[src/rtl/tdm_distributor_if.sv]
// Handshake and per-channel output bundle for tdm_distributor.
// The slave modport is the distributor side; master is the word source and consumers.
interface tdm_distributor_if #(
  parameter int unsigned WIDTH    = 8,
  parameter int unsigned CHANNELS = 8
);
  localparam int unsigned SEL_W = (CHANNELS > 2) ? $clog2(CHANNELS) : 1;

  logic                      iValid;
  logic                      oReady;
  logic [WIDTH-1:0]          iData;
  logic [SEL_W-1:0]          iSel;
  logic                      iMode;
  logic [CHANNELS*WIDTH-1:0] oData;
  logic [CHANNELS-1:0]       oStb_n;
  logic                      oFrame;
  logic                      oErr;
  logic [7:0]                oCount;

  modport slave (
    input  iValid, iData, iSel, iMode,
    output oReady, oData, oStb_n, oFrame, oErr, oCount
  );

  modport master (
    output iValid, iData, iSel, iMode,
    input  oReady, oData, oStb_n, oFrame, oErr, oCount
  );
endinterface

[src/rtl/tdm_distributor.sv]
// Registered 1-to-CHANNELS word distributor, addressed or round-robin with a one-cycle frame gap.
// Define TDM_DIST_BLANK_EN to blank every unwritten slice to all ones each cycle.
module tdm_distributor #(
  parameter int unsigned WIDTH    = 8,
  parameter int unsigned CHANNELS = 8
) (
  input logic              clk,
  input logic              rst_n,
  tdm_distributor_if.slave bus
);
  localparam int unsigned SEL_W = (CHANNELS > 2) ? $clog2(CHANNELS) : 1;

  typedef enum logic [0:0] {StRun, StGap} stateT;

  stateT                     stateQ, stateD;
  logic [SEL_W-1:0]          ptrQ, ptrD;
  logic [CHANNELS*WIDTH-1:0] dataQ, dataD;
  logic [CHANNELS-1:0]       stbQ, stbD;
  logic                      frameQ, frameD;
  logic                      errQ, errD;
  logic [7:0]                countQ, countD;

  logic             accept;
  logic             outOfRange;
  logic             wrEn;
  logic             lastSlot;
  logic             frameDone;
  logic [SEL_W-1:0] tgt;

  always_comb begin
    accept     = bus.iValid && (stateQ == StRun);
    // Only reachable when CHANNELS is not a power of two.
    outOfRange = !bus.iMode && (32'(bus.iSel) >= CHANNELS);
    wrEn       = accept && !outOfRange;
    tgt        = bus.iMode ? ptrQ : bus.iSel;
    lastSlot   = (ptrQ == SEL_W'(CHANNELS - 1));
    frameDone  = accept && bus.iMode && lastSlot;

    stateD = frameDone ? StGap : StRun;
    frameD = frameDone;
    errD   = accept && outOfRange;
    countD = frameDone ? countQ + 8'd1 : countQ;

    // Leaving round-robin mode always rewinds the pointer.
    if (!bus.iMode) begin
      ptrD = '0;
    end else if (accept) begin
      ptrD = lastSlot ? '0 : ptrQ + SEL_W'(1);
    end else begin
      ptrD = ptrQ;
    end

`ifdef TDM_DIST_BLANK_EN
    dataD = '1;
`else
    dataD = dataQ;
`endif
    stbD = '1;
    for (int k = 0; k < int'(CHANNELS); k++) begin
      if (wrEn && (tgt == SEL_W'(k))) begin
        dataD[k*WIDTH +: WIDTH] = bus.iData;
        stbD[k]                 = 1'b0;
      end
    end
  end

  always_ff @(posedge clk or negedge rst_n) begin
    if (!rst_n) begin
      stateQ <= StRun;
      ptrQ   <= '0;
      dataQ  <= '1;
      stbQ   <= '1;
      frameQ <= 1'b0;
      errQ   <= 1'b0;
      countQ <= 8'd0;
    end else begin
      stateQ <= stateD;
      ptrQ   <= ptrD;
      dataQ  <= dataD;
      stbQ   <= stbD;
      frameQ <= frameD;
      errQ   <= errD;
      countQ <= countD;
    end
  end

  assign bus.oReady = (stateQ == StRun);
  assign bus.oData  = dataQ;
  assign bus.oStb_n = stbQ;
  assign bus.oFrame = frameQ;
  assign bus.oErr   = errQ;
  assign bus.oCount = countQ;
endmodule

[src/flat_wrapper.sv]
// flat-port wrapper written by rule: the top's interface ports become plain ports
module tdm_distributor_flat 
#(
  parameter int unsigned WIDTH    = 8,
  parameter int unsigned CHANNELS = 8
)
  (clk, rst_n, bus_iValid, bus_iData, bus_iSel, bus_iMode, bus_oReady, bus_oData, bus_oStb_n, bus_oFrame, bus_oErr, bus_oCount);
  tdm_distributor_if #(.WIDTH(WIDTH), .CHANNELS(CHANNELS)) bus_i ();
  input logic clk;
  input logic rst_n;
  input wire logic [$bits(bus_i.iValid)-1:0] bus_iValid;
  input wire logic [$bits(bus_i.iData)-1:0] bus_iData;
  input wire logic [$bits(bus_i.iSel)-1:0] bus_iSel;
  input wire logic [$bits(bus_i.iMode)-1:0] bus_iMode;
  output wire logic [$bits(bus_i.oReady)-1:0] bus_oReady;
  output wire logic [$bits(bus_i.oData)-1:0] bus_oData;
  output wire logic [$bits(bus_i.oStb_n)-1:0] bus_oStb_n;
  output wire logic [$bits(bus_i.oFrame)-1:0] bus_oFrame;
  output wire logic [$bits(bus_i.oErr)-1:0] bus_oErr;
  output wire logic [$bits(bus_i.oCount)-1:0] bus_oCount;
  assign bus_i.iValid = bus_iValid;
  assign bus_i.iData = bus_iData;
  assign bus_i.iSel = bus_iSel;
  assign bus_i.iMode = bus_iMode;
  assign bus_oReady = bus_i.oReady;
  assign bus_oData = bus_i.oData;
  assign bus_oStb_n = bus_i.oStb_n;
  assign bus_oFrame = bus_i.oFrame;
  assign bus_oErr = bus_i.oErr;
  assign bus_oCount = bus_i.oCount;
  tdm_distributor #(.WIDTH(WIDTH), .CHANNELS(CHANNELS)) u_core (.clk(clk), .rst_n(rst_n), .bus(bus_i));
endmodule
[config.mk]
export PLATFORM = sky130hd
export DESIGN_NAME = tdm_distributor_flat
export DESIGN_NICKNAME = d
export VERILOG_FILES = /design/src/rtl/tdm_distributor_if.sv /design/src/rtl/tdm_distributor.sv /design/src/flat_wrapper.sv
export SDC_FILE = /design/constraint.sdc
export NUM_CORES = 1
export LEC_CHECK = 0
export ABC_CLOCK_PERIOD_IN_PS = 2000
export CORE_MARGIN = 4
export CORE_UTILIZATION = 48
export DETAILED_ROUTE_END_ITERATION = 12
export GPL_TIMING_DRIVEN = 0
export MAX_ROUTING_LAYER = met4
export PLACE_DENSITY = 0.88
export SETUP_SLACK_MARGIN = 0.05
export SLEW_MARGIN = 20
export SYNTH_ARGS = -nofsm -noshare
export SYNTH_HDL_FRONTEND = slang
export SYNTH_SLANG_ARGS = --single-unit
[constraint.sdc]
create_clock -name clk -period 2 [get_ports clk]
set_clock_uncertainty 0.15 [all_clocks]
set_input_delay 0.2 -clock clk [delete_from_list [all_inputs] [get_ports clk]]
set_output_delay 0.2 -clock clk [all_outputs]
set_load 0.02 [all_outputs]
==> results of run 1 <==
worst max-delay path: cells and delay by family:
family,cells,cell delay (ns)
compound gates,1,0.32
buf+inv,2,0.77
mux,1,0.31
simple gates,1,0.44
worst max-delay path by stage:
stage	startpoint	to	slack, ns
floorplan	u_core.bus.oFrame	u_core.bus.oData[24]	0.18
finish	bus_iSel[1]	u_core.bus.oData[22]	0.08
global route	u_core.ptrQ[1]	u_core.bus.oCount[5]	0.05
global placement	rst_n	u_core.bus.oCount[6]	-2.16
CTS	bus_iMode	u_core.bus.oData[7]	-0.03
detailed placement	bus_iMode	u_core.bus.oData[30]	-0.48
final cells by class:
class	count	area, um^2
Buffer	5	42.54
Tap cell	96	120.1
Fill cell	480	2014
Clock buffer	11	141.4
Clock inverter	4	48.80
Inverter	6	22.52
Multi-Input combinational cell	118	1287
Sequential cell	84	2193
Timing Repair Buffer	108	1074
synth_stat cells, types with 4 or more instances:
library cell / instances
dfstp_2: 72
inv_1: 6
xnor2_1: 4
dfrtp_1: 12
nand2_1: 9
mux2_2: 48
mux2_4: 16
a211oi_4: 4
timing repair:
action,CTS,global route
endpoints found under the setup margin,48,66
resized for setup,1,7
hold buffers,1,0
pin swaps,4,1
buffers inserted,8,2
endpoints found under the hold margin,30,0
state kept, by name (all words and copies together), names as in the netlist:
name               cells
u_core.bus.oData      64
u_core.bus.oCount      8
u_core.bus.oStb_n      8
u_core.ptrQ            3
u_core.bus.oFrame      1
where the power goes:
group          total, mW  switching (mW)  leakage, nW  internal (mW)
logic               1.80           0.837         1.00          0.962
clock network       1.18           0.570       0.0996          0.605
registers           2.51           0.204        0.921           2.31
total               5.49            1.61         2.02           3.88
per-stage QoR:
stage / instances / total power, mW
floorplan: 213 / 3.422
global placement: 405 / 4.269
detailed placement: 406 / 4.339
CTS: 430 / 5.533
global route: 432 / 5.728
finish: 432 / 5.487
metal layers:
metal | part of all wire | wire length, um | track usage
met4 | 0.019 | 147 | 0.07814
met3 | 0.056 | 443 | 0.05149
met1 | 0.40 | 3157 | 0.2283
met2 | 0.52 | 4143 | 0.3067
met5 | 0 | 0 | -
cells by family after synthesis:
kind of cell,Yosys count,synth area share
compound gates,11,0.04140
xor+xnor,7,0.01749
fa+ha+maj,3,0.01071
buf+inv,11,0.01784
flops,84,0.6253
mux,66,0.2298
other cells,1,0.001070
simple gates,30,0.05639
==> results.txt, run 1 <==
status - completed
crit path capture type - register
RSZ-0062 raised after global routing - no
# IOs - 98
top post-synthesis cells by area - dfstp_2, mux2_2, dfrtp_1, mux2_4, a211oi_4
Most used DFF post-synth - dfstp_2
most frequent cells in the layout - clkdlybuf4s50_1, dfstp_2, mux2_2, mux2_4, buf_4
CTS clk-pin slew, worst paths - 0.08 ns
routed vias/inst - 4.975
Crit Path Category - in2reg
Max FO, Critical Path - 9
Final Util - 0.7099
CP required - 2.12 ns
core box area - 0.006944 mm^2
worst skew pair latency - 0.34 ns
Yosys cell types - 33
worst r2r src - u_core.ptrQ[1]
Longest Clk Path Bufs - 2
fin area - 0.004930 mm^2
die height - 93.46 um
Die Wd - 93.46 um
yosys warns - 0
Pwr per Cell Area - 1113 mW/mm^2
drt wl/cell - 18.27 um
Final Setup Violations - 0
Tcrit/Tclk final - 0.9576
Total Nets Final - 350
Worst-Margin Slew - 0.5373 ns
Seq cells post-synth - 84
first-pass GRT wire length - 12030 um
syn_nets - 231
final setup margin - 0.08477 ns
Max H-tree Level - 3
post-synth top area share - 0.5396
Hold WC Path Type - in2async
post-synthesis cell area - 0.003506 mm^2
CP max stage delay - 0.60 ns
DRT antenna net count - 0
fmax - 0.5221 GHz
Syn Area/Cell - 16.46 um^2
Post-synth ARST share - 1.000
Residual DRC - 0
RR Endpoint - u_core.bus.oData[44]
row cnt - 30
clock root cell - clkbuf_8
Layout Area Growth over Synthesis - 40.61%
vias in the first global route - 2256
Startpoint Class - input port
final critical path time including I/O delays and setup - 1.915 ns
largest net degree at the start of global routing - 55
CTS tree - done
Synth area leader - dfstp_2
commonest non-fill, non-tap cell in the layout - clkdlybuf4s50_1
placement-stage cell area - 0.004612 mm^2
clk sinks - 84
VDD IR max - 0.6006 mV
post-synthesis sequential area ratio - 0.6253
pre-CTS WS - -0.4807 ns
Initial Util - 0.5049
Crit-path slowest cell - clkdlybuf4s50_1
cells after synthesis - 213
hold_ws - 0.1812 ns
worst reg-to-reg setup slack - 0.18 ns
crit path cell chain - clkdlybuf4s50_1 > or3b_4 > a211o_1 > buf_6 > mux2_4
Lkg Pwr - 2.022 nW
port bufs - 96
Initial DRT Pass Iterations - 6
Setup TNS - 0 ns
cts bufs inserted - 9
Final Hold Fails - 0
R2R depth - 4
GR Overflow Total - 0
Final Max Slew Viols - 0
number of flops mapped to enable cells by yosys - 0
drt total wl - 7892 um
CP arrival - 2.04 ns
GPL Wtd Cong - 0.7770
initial DRC count - 74
via count - 2149
GR Util All Layers - 0.1908
Die Area - 0.008735 mm^2
layout cells sized above 1 - 0.5417
Slew headroom - 0.6410
initial antenna violation count - 0
maxcap violations - 0
Antenna Cells - 0
dpl hpwl - 5484 um
Power figures use the tool's default switching activity.
==> run 2: changes to the inputs <==
--- a/config.mk
+++ b/config.mk
@@ -5,13 +5,13 @@
 export SDC_FILE = /design/constraint.sdc
 export NUM_CORES = 1
 export LEC_CHECK = 0
-export ABC_CLOCK_PERIOD_IN_PS = 2000
+export ABC_CLOCK_PERIOD_IN_PS = 1700
 export CORE_MARGIN = 4
-export CORE_UTILIZATION = 48
+export CORE_UTILIZATION = 43
 export DETAILED_ROUTE_END_ITERATION = 12
 export GPL_TIMING_DRIVEN = 0
 export MAX_ROUTING_LAYER = met4
-export PLACE_DENSITY = 0.88
+export PLACE_DENSITY = 0.84
 export SETUP_SLACK_MARGIN = 0.05
 export SLEW_MARGIN = 20
 export SYNTH_ARGS = -nofsm -noshare
==> constraint.sdc (replaced) <==
create_clock -name clk -period 1.7 [get_ports clk]
set_clock_uncertainty 0.15 [all_clocks]
set_input_delay 0.17 -clock clk [delete_from_list [all_inputs] [get_ports clk]]
set_output_delay 0.17 -clock clk [all_outputs]
set_load 0.02 [all_outputs]
==> results.txt, run 2 (synthesized netlist as in run 1, its figures left out) <==
Crit Path Category - reg2reg
Pint - 4.396 mW (+13%)
Setup TNS - -0.5419 ns (-0.5419 ns)
clk sinks - 84 (unchanged)
Hold WC Path Type - in2async
R2R depth - 6 (+2)
fin area - 0.005256 mm^2 (+6.6%)
placement-stage cell area - 0.004638 mm^2 (+0.57%)
Max FO, Critical Path - 9 (unchanged)
via count - 2302 (+7.1%)
Comb pwr share - 0.313 (-0.015)
Total Nets Final - 367 (+4.9%)
GPL Wtd Cong - 0.7514 (-3.3%)
drt wl/cell - 18.57 um (+1.7%)
first-pass GRT wire length - 13280 um (+10%)
most frequent cells in the layout - dlygate4sd2_1, dfstp_2, mux2_4, buf_4, mux2_2
RR Endpoint - u_core.bus.oData[61]
port bufs - 96 (unchanged)
initial antenna violation count - 0 (unchanged)
worst r2r src - u_core.ptrQ[2]
Antenna Cells - 0 (unchanged)
status - finished with violations
routed vias/inst - 5.048 (+1.5%)
final setup margin - -0.04401 ns (-0.1288 ns)
largest net degree at the start of global routing - 51 (-7.3%)
CTS clk-pin slew, worst paths - 0.09 ns (about the same)
Layout fillers - 566 (+18%)
Longest Clk Path Bufs - 2 (unchanged)
Final Hold Fails - 0 (unchanged)
net load switching power - 2.007 mW (+25%)
crit path capture type - register
Pwr per Cell Area - 1218 mW/mm^2 (+9.4%)
CTS tree - done
Die Area - 0.009662 mm^2 (+11%)
Residual DRC - 0 (unchanged)
drt total wl - 8469 um (+7.3%)
GR Util All Layers - 0.1832 (-0.007609)
Tcrit/Tclk final - 1.026
worst reg-to-reg setup slack - -0.04 ns (-0.22 ns)
CP arrival - 1.87 ns (-0.17 ns)
worst skew pair latency - 0.35 ns (about the same)
DRT antenna net count - 0 (unchanged)
Final Max Slew Viols - 0 (unchanged)
violated checks - negative setup slack
clock power share - 0.229 (+0.015)
Layout Area Growth over Synthesis - 49.93%
dpl cells - 412 (+1.5%)
Die Wd - 98.30 um (+5.2%)
final critical path time including I/O delays and setup - 1.744 ns
RSZ-0062 raised after global routing - yes
Max H-tree Level - 3 (unchanged)
fmax - 0.5734 GHz
count of non-filler cells in the finished layout - 456 (+5.6%)
clock root cell - clkbuf_8
Final Setup Violations - 22 (+22)
pre-CTS WS - -0.7979 ns (-0.3172 ns)
dpl hpwl - 5496 um (+0.23%)
commonest non-fill, non-tap cell in the layout - dlygate4sd2_1
VDD IR max - 0.6428 mV (+7.0%)
maxcap violations - 0 (unchanged)
cts bufs inserted - 9 (unchanged)
Initial Util - 0.4490 (-0.05583)
layout cells sized above 1 - 0.5932 (+0.05155)
sw frac - 0.3134 (+0.01971)
Lkg Pwr - 2.426 nW (+20%)
# IOs - 98 (unchanged)
CP required - 1.83 ns (-0.29 ns)
die height - 98.30 um (+5.2%)
max FFs per register - 64 (unchanged)
core box area - 0.007807 mm^2 (+12%)
initial DRC count - 91 (+23%)
row cnt - 32 (+6.7%)
vias in the first global route - 2466 (+9.3%)
Initial DRT Pass Iterations - 4 (-2)
GR Overflow Total - 0 (unchanged)
Sequential Power Share - 0.458 (about the same)
Final Util - 0.6732 (-0.03667)
Startpoint Class - register
[run 2: changes by cell type in the layout (fill, tap and decap cells not counted), moves of 3 or more]
cell / previous run / this run
buf_4: 12 / 17
buf_12: 0 / 3
dlygate4sd2_1: 0 / 85
clkdlybuf4s50_1: 94 / 10
nor3_4: 0 / 3
buf_6: 2 / 11
mux2_2: 48 / 17
mux2_4: 16 / 48
[run 2: layer usage]
| layer | up-vias | wire length (um) | part of all wire | global-route usage |
|---|---|---|---|---|
| li1 | 1035 | - | - | - |
| met1 | 1180 | 3469 | 0.41 | 0.2152 |
| met2 | 72 | 4327 | 0.51 | 0.3089 |
| met3 | 15 | 458 | 0.054 | 0.03357 |
| met4 | 0 | 213 | 0.025 | 0.07668 |
| met5 | - | 0 | 0 | - |
[run 2: how the worst max path moves through the flow]
| stage | startpoint | to | depth (start not counted) |
|---|---|---|---|
| detailed placement | bus_iMode | u_core.bus.oData[28] | 5 |
| global placement | rst_n | u_core.bus.oFrame | 1 |
| global route | u_core.ptrQ[0] | u_core.bus.oCount[6] | 8 |
| CTS | u_core.ptrQ[0] | u_core.bus.oData[53] | 4 |
| finish | u_core.ptrQ[2] | u_core.bus.oData[61] | 6 |
| floorplan | u_core.ptrQ[2] | u_core.bus.oData[24] | 3 |
[run 2: final cells by class]
type / instances / area, um^2 / share of cell area
Buffer: 5 / 57.56 / 0.01095
Clock buffer: 9 / 123.9 / 0.02357
Clock inverter: 7 / 78.83 / 0.01500
Inverter: 6 / 25.02 / 0.004761
Multi-Input combinational cell: 120 / 1511 / 0.2876
Sequential cell: 84 / 2196 / 0.4178
Tap cell: 102 / 127.6 / 0.02428
Timing Repair Buffer: 123 / 1136 / 0.2161
[run 2: critical path: stages, from the launching register on]
cell	delay, ns
dfrtp_1	0.40
buf_4	0.14
mux2i_4	0.07
buf_12	0.15
a211oi_4	0.24
buf_12	0.18
mux2_2	0.34
[run 2: timing repair]
action | in CTS | in global routing
cloned | 2 | 0
gates resized for setup | 139 | 10
buffers inserted | 21 | 4
endpoints found under the hold margin | 38 | 0
endpoints found under the setup margin | 159 | 73
hold buffers | 1 | 0
pin swaps | 10 | 10
[run 2: power by group through the flow]
| stage | clock network (mW) | registers, mW | logic, mW |
|---|---|---|---|
| 2_1_floorplan | 0 | 3.51 | 0.519 |
| 3_3_place_gp | 0 | 2.95 | 2.07 |
| 3_5_place_dp | 0 | 2.97 | 2.12 |
| 4_1_cts | 1.50 | 2.93 | 2.00 |
| 5_1_grt | 1.59 | 2.99 | 2.11 |
| 6_report | 1.47 | 2.93 | 2.00 |
[run 2: stage by stage]
step | hold slack [ns] | power (mW)
detailed placement | 0.003016 | 5.099
global placement | 0.3127 | 5.021
floorplan | -0.2756 | 4.030
finish | 0.1691 | 6.402
CTS | 0.1615 | 6.438
global route | 0.2029 | 6.689
